==> src/rtl/mac_tx_arbiter.sv <==
// ---------------------------------------------------------------------------
// mac_tx_arbiter
//
// Round-robin scheduler that shares the single GMII transmit byte stream
// between NUM_SRC frame sources. One complete frame is granted at a time and
// streamed contiguously, since the GMII side cannot apply backpressure. A
// minimum inter-frame gap of IFG_CYCLES idle cycles is enforced. If the
// granted source underruns mid-frame, the frame is cut short on the wire and
// the rest of that frame is drained and discarded.
//
// Ports:
//   clk            transmit byte clock (125 MHz GMII domain)
//   rst            synchronous, active-high reset
//   s_tvalid       per-source byte valid
//   s_tdata        per-source byte, source i in bits [8i+7:8i]
//   s_tlast        per-source last byte of frame
//   s_tready       per-source accept, one-hot or zero
//   mac_tx_tvalid  byte valid to the GMII adapter
//   mac_tx_tdata   byte to the GMII adapter
//   mac_tx_tlast   last byte of frame
//   active_src     index of the granted source, meaningful while busy
//   busy           high while a frame is being sent or drained
//   underrun       one-cycle pulse when the granted source drops tvalid
// ---------------------------------------------------------------------------
module mac_tx_arbiter #(
    parameter int NUM_SRC    = 3,
    parameter int IFG_CYCLES = 12,
    localparam int AW        = (NUM_SRC > 1) ? $clog2(NUM_SRC) : 1
) (
    input  logic                 clk,
    input  logic                 rst,
    input  logic [NUM_SRC-1:0]   s_tvalid,
    input  logic [8*NUM_SRC-1:0] s_tdata,
    input  logic [NUM_SRC-1:0]   s_tlast,
    output logic [NUM_SRC-1:0]   s_tready,
    output logic                 mac_tx_tvalid,
    output logic [7:0]           mac_tx_tdata,
    output logic                 mac_tx_tlast,
    output logic [AW-1:0]        active_src,
    output logic                 busy,
    output logic                 underrun
);

    localparam int CW = (IFG_CYCLES > 2) ? $clog2(IFG_CYCLES) : 1;

    typedef enum logic [1:0] {
        IDLE  = 2'd0,
        SEND  = 2'd1,
        DRAIN = 2'd2,
        GAP   = 2'd3
    } state_t;

    state_t          state;
    state_t          next_state;
    logic [AW-1:0]   ptr;
    logic [AW-1:0]   grant_idx;
    logic            grant_found;
    logic [CW-1:0]   gap_cnt;
    logic            cur_valid;
    logic            cur_last;
    logic [7:0]      cur_data;

    // The granted source's current beat, used by both the FSM and the
    // output register so there is a single place that selects the lane.
    assign cur_valid = s_tvalid[active_src];
    assign cur_last  = s_tlast[active_src];
    assign cur_data  = s_tdata[8*int'(active_src) +: 8];

    // Round-robin scan: walk the request vector starting at the search
    // pointer and wrap around; the first requester found wins. This is only
    // consumed in IDLE, so the whole scan resolves in one cycle.
    always_comb begin
        int idx;
        grant_found = 1'b0;
        grant_idx   = '0;
        idx         = 0;
        for (int i = 0; i < NUM_SRC; i++) begin
            idx = (int'(ptr) + i) % NUM_SRC;
            if (!grant_found && s_tvalid[idx]) begin
                grant_found = 1'b1;
                grant_idx   = AW'(idx);
            end
        end
    end

    // Next-state and handshake logic. Ready is only ever offered to the
    // granted source while it is sending or being drained, so the output
    // stream can never interleave two frames. The gap counter expires on its
    // last count of 1: together with the IDLE scan cycle and the one-cycle
    // output register this yields exactly IFG_CYCLES idle cycles on the wire
    // when the next request is already waiting.
    always_comb begin
        next_state = state;
        s_tready   = '0;
        case (state)
            IDLE: begin
                if (grant_found) begin
                    next_state = SEND;
                end
            end
            SEND: begin
                s_tready[active_src] = 1'b1;
                if (!cur_valid) begin
                    next_state = DRAIN;
                end else if (cur_last) begin
                    next_state = GAP;
                end
            end
            DRAIN: begin
                s_tready[active_src] = 1'b1;
                if (cur_valid && cur_last) begin
                    next_state = GAP;
                end
            end
            GAP: begin
                if (gap_cnt == CW'(1)) begin
                    next_state = IDLE;
                end
            end
            default: begin
                next_state = IDLE;
            end
        endcase
    end

    assign busy = (state == SEND) || (state == DRAIN);

    // State register plus registered output stream. Accepted beats appear on
    // the wire one cycle later; every other cycle drives a clean all-zero
    // idle. The pointer moves only when a grant is actually made, which is
    // what keeps a continuously requesting source to one frame per round.
    always_ff @(posedge clk) begin
        if (rst) begin
            state         <= IDLE;
            ptr           <= '0;
            active_src    <= '0;
            gap_cnt       <= '0;
            mac_tx_tvalid <= 1'b0;
            mac_tx_tdata  <= 8'h00;
            mac_tx_tlast  <= 1'b0;
            underrun      <= 1'b0;
        end else begin
            state         <= next_state;
            mac_tx_tvalid <= (state == SEND) && cur_valid;
            mac_tx_tdata  <= ((state == SEND) && cur_valid) ? cur_data : 8'h00;
            mac_tx_tlast  <= (state == SEND) && cur_valid && cur_last;
            underrun      <= (state == SEND) && !cur_valid;

            if ((state == IDLE) && grant_found) begin
                active_src <= grant_idx;
                ptr        <= (grant_idx == AW'(NUM_SRC - 1)) ? '0 : grant_idx + 1'b1;
            end

            if ((state != GAP) && (next_state == GAP)) begin
                gap_cnt <= CW'(IFG_CYCLES - 1);
            end else if (state == GAP) begin
                gap_cnt <= gap_cnt - 1'b1;
            end
        end
    end

endmodule

==> config.mk <==
export PLATFORM = sky130hd
export DESIGN_NAME = mac_tx_arbiter
export DESIGN_NICKNAME = d
export VERILOG_FILES = /design/src/rtl/mac_tx_arbiter.sv
export SDC_FILE = /design/constraint.sdc
export NUM_CORES = 1
export LEC_CHECK = 0
export BUFFER_PORTS_ARGS = -buffer_cell sky130_fd_sc_hd__buf_2
export CORE_MARGIN = 2
export CORE_UTILIZATION = 40
export DETAILED_ROUTE_END_ITERATION = 10
export HOLD_SLACK_MARGIN = 0.12
export PLACE_DENSITY = 0.77
export SLEW_MARGIN = 10
export SYNTH_ARGS = -nofsm -noshare
export SYNTH_HDL_FRONTEND = slang
export SYNTH_SLANG_ARGS = --single-unit
==> constraint.sdc <==
create_clock -name clk -period 2.5 [get_ports clk]
set_input_delay 0.25 -clock clk [delete_from_list [all_inputs] [get_ports clk]]
set_output_delay 0.25 -clock clk [all_outputs]
set_load 0.02 [all_outputs]
==> metrics.md <==
| Metric | Value |
|---|---|
| Max clock buf depth | 2 |
| Routability cong. | 0.935 |
| Grt met3 use | 0.0373 |
| Busiest grt layer | met2 |
| Initial antenna violation count | 0 |
| Starting Density | 0.411 |
| Arr. time, crit path | 2290 ps |
| Final worst-path cycle share | 0.821 |
| IO Pins | 49 |
| Register area | 420 um2 |
| Cts repair resizes | 0 |
| Synthesized netlist cell count | 156 |
| GR Util met1 | 0.198 |
| CP startpoint kind | register |
| Full die area | 3860 um2 |
| Final WL | 2930 um |
| Worst-Margin Slew | 580 ps |
| Ys async rst share | 0 |
| First-pass GRT wire length | 4550 um |
| Mapped Nets | 199 |
| CTS Root Cell | clkbuf_4 |
| Post-Syn Area | 1350 um2 |
| Period minus WS final | 2050 ps |
| I/O Buffers | 48 |
| Crit-path slowest cell | nor2b_1 |
| Status | finished clean |
| Yosys warnings | 0 |
| Synth Register Bits | 21 |
| DRC Markers | 0 |
| Top post-synthesis cells by area | dfxtp_1, ha_1, mux2i_1, nor2_1, inv_1 |
| Hold-fix buffers at CTS | 0 |
| Multi-input logic area | 843 um2 |
| Kind of critical path | reg -> reg |
| Pwr Density | 950 nW/um2 |
| Clock latency at the later pin of the worst-skew pair | 300 ps |
| Syn Area/Cell | 8.65 um2 |
| Site row count | 21 |
| Area growth syn-to-layout | 22.7% |
| Fmax | 0.487 GHz |
| H-tree depth | 1 |
| CORE AREA | 3280 um2 |
| Critical Path Sink Type | register |
| Pleak | 0.788 nW |
| ANT cells | 0 |
| Nets@finish | 248 |
| Unrepaired setup endpoints after global routing | false |
| Main synth FF type | dfxtp_1 |
| Commonest non-fill, non-tap cells in the layout | buf_2, nor2_1, dfxtp_1, inv_1 |
| Net Sw Power | 0.000713 W |
| Vias in the first global route | 1054 |
| Iter 0 DRT Violations | 60 |
| Post-synthesis sequential area ratio | 0.311 |
| Die span in x | 62.1 um |
| TNS Setup | 0 ps |
| Switching part of the total power | 0.453 |
| Design Power | 0.00157 W |
| DRT Pass-1 Iters | 4 |
| Tot GR Track Use | 0.159 |
| Delay of the slowest cell on the worst path | 550 ps |
| Worst Hold Class | in -> reg |
| Part of the power in the clock network | 0.106 |
| Avg WL per Cell | 11.7 um |
| ANT nets after route | 0 |
| Synth area leader | dfxtp_1 |
| Commonest non-fill, non-tap cell in the layout | buf_2 |
| Share of the synthesized area in the top cell type | 0.311 |
| Max-Slew Margin vs Limit | 0.612 |
| Final hold violations | 0 |
| Share of layout cells above drive strength 1 | 0.279 |
| Internal power | 0.000861 W |
| Max Slew Vio Count | 0 |
| Chip Height | 62.1 um |
| Post-CTS setup repair buffer count | 0 |
| Final Setup Violations | 0 |
| Sequential Power Share | 0.308 |
| Worst Skew | 1.37 ps |
| Clock tree sinks | 21 |
| VDD IR max | 259 uV |
| Max-cap violations | 0 |
| WP data required | 2740 ps |
| Yosys cell types | 43 |
| HPWL after detailed placement | 2350 um |
| Via count | 1283 |
| Post-DR vias/cell | 5.13 |
| CP Cell Sequence | nor2b_1 -> a2bb2oi_1 -> o311ai_4 -> o2111ai_2 -> o22ai_1 |
| GR met2 Demand/Resource | 0.268 |
| GR Overflow Total | 0 |
| CP max FO | 14 |
| Largest net degree at the start of global routing | 15 |
| CTS tree | built |
| Clk slew on worst S/H paths | 120 ps |
| Combinational power share | 0.586 |
| EDFF count, synth | 0 |
| Fillers | 321 |
| CTS Buf Count | 3 |
==> cells in the mapped netlist, types with 2 or more instances <==
cell type,count
nor2_1,24
dfxtp_1,21
inv_1,14
ha_1,11
mux2i_1,11
a21oi_1,10
nand2_1,5
o21a_1,5
o21ai_1,4
buf_2,3
o21ai_0,3
o22ai_1,3
xnor2_1,3
a211oi_1,2
a21boi_0,2
and3b_1,2
buf_1,2
nand3_1,2
nand3b_1,2
nor2b_1,2
nor4b_1,2
nor4bb_1,2
==> stage by stage <==
stage / worst slack, ps / hold WS, ps / util / cell area [um2] / cells
CTS: 420 / 161 / 0.504 / 1660 / 250
global route: 251 / 153 / 0.504 / 1660 / 250
global placement: 541 / 482 / 0.496 / 1630 / 246
floorplan: 669 / 389 / - / 1350 / 156
detailed placement: 450 / 485 / 0.496 / 1630 / 246
finish: 448 / 162 / 0.504 / 1660 / 250
==> power by group through the flow <==
stage          clock, W  sequential [W]  combinational [W]
3_5_place_dp          0        0.000493           0.000922
2_1_floorplan         0        0.000496           0.000722
3_3_place_gp          0        0.000487           0.000917
4_1_cts        0.000173        0.000485           0.000926
6_report       0.000167        0.000485           0.000923
5_1_grt        0.000190        0.000501            0.00104
==> worst max-delay path: cells and delay by family (launching register included) <==
| kind | cells | cell delay, ps |
|---|---|---|
| AND/OR/NAND/NOR | 1 | 550 |
| AO/OA/AOI/OAI | 4 | 940 |
| flip-flops | 1 | 500 |
==> state kept, by name, summed over array words and instances, names as in the netlist <==
| name | flops |
|---|---|
| mac_tx_tvalid | 1 |
| mac_tx_tlast | 1 |
| gap_cnt | 4 |
| ptr | 2 |
| underrun | 1 |
| active_src | 2 |
| mac_tx_tdata | 8 |
| state | 2 |
==> logic make-up (layout without fill, tap and decap cells) <==
family | after synthesis | in the layout | synth area share
AND/OR/NAND/NOR | 44 | 44 | 0.163
adder cells (fa/ha/maj) | 11 | 11 | 0.102
AO/OA/AOI/OAI | 45 | 45 | 0.250
flip-flops | 21 | 21 | 0.311
buffers and inverters | 20 | 68 | 0.0639
multiplexers | 12 | 12 | 0.0899
XOR/XNOR | 3 | 3 | 0.0195
==> cell type report <==
type	count	area share
Clock buffer	3	0.0136
Sequential cell	21	0.254
Multi-Input combinational cell	115	0.509
Timing Repair Buffer	50	0.154
Clock inverter	1	0.00302
Tap cell	46	0.0347
Inverter	14	0.0317
==> final timing paths <==
| path | startpoint | endpoint | slack, ps | cells past startpoint |
|---|---|---|---|---|
| hold / removal | s_tdata[22] | mac_tx_tdata[6]$_SDFF_PP0_ | 160 | 3 |
| hold reg to reg | ptr[0]$_SDFFE_PP0P_ | ptr[0]$_SDFFE_PP0P_ | 560 | 2 |
| setup / recovery | active_src[0]$_SDFFE_PP0P_ | gap_cnt[1]$_SDFFE_PP0P_ | 450 | 5 |
| setup reg to reg | active_src[0]$_SDFFE_PP0P_ | gap_cnt[1]$_SDFFE_PP0P_ | 450 | 5 |
==> per-layer routing <==
| metal | wire [um] | share of wire | vias up |
|---|---|---|---|
| li1 | - | - | 653 |
| met1 | 1280 | 0.44 | 588 |
| met2 | 1400 | 0.48 | 40 |
| met3 | 227 | 0.077 | 2 |
| met4 | 25 | 0.0085 | 0 |
| met5 | 0 | 0 | - |
Note: power is estimated with default switching activity, not from simulation.
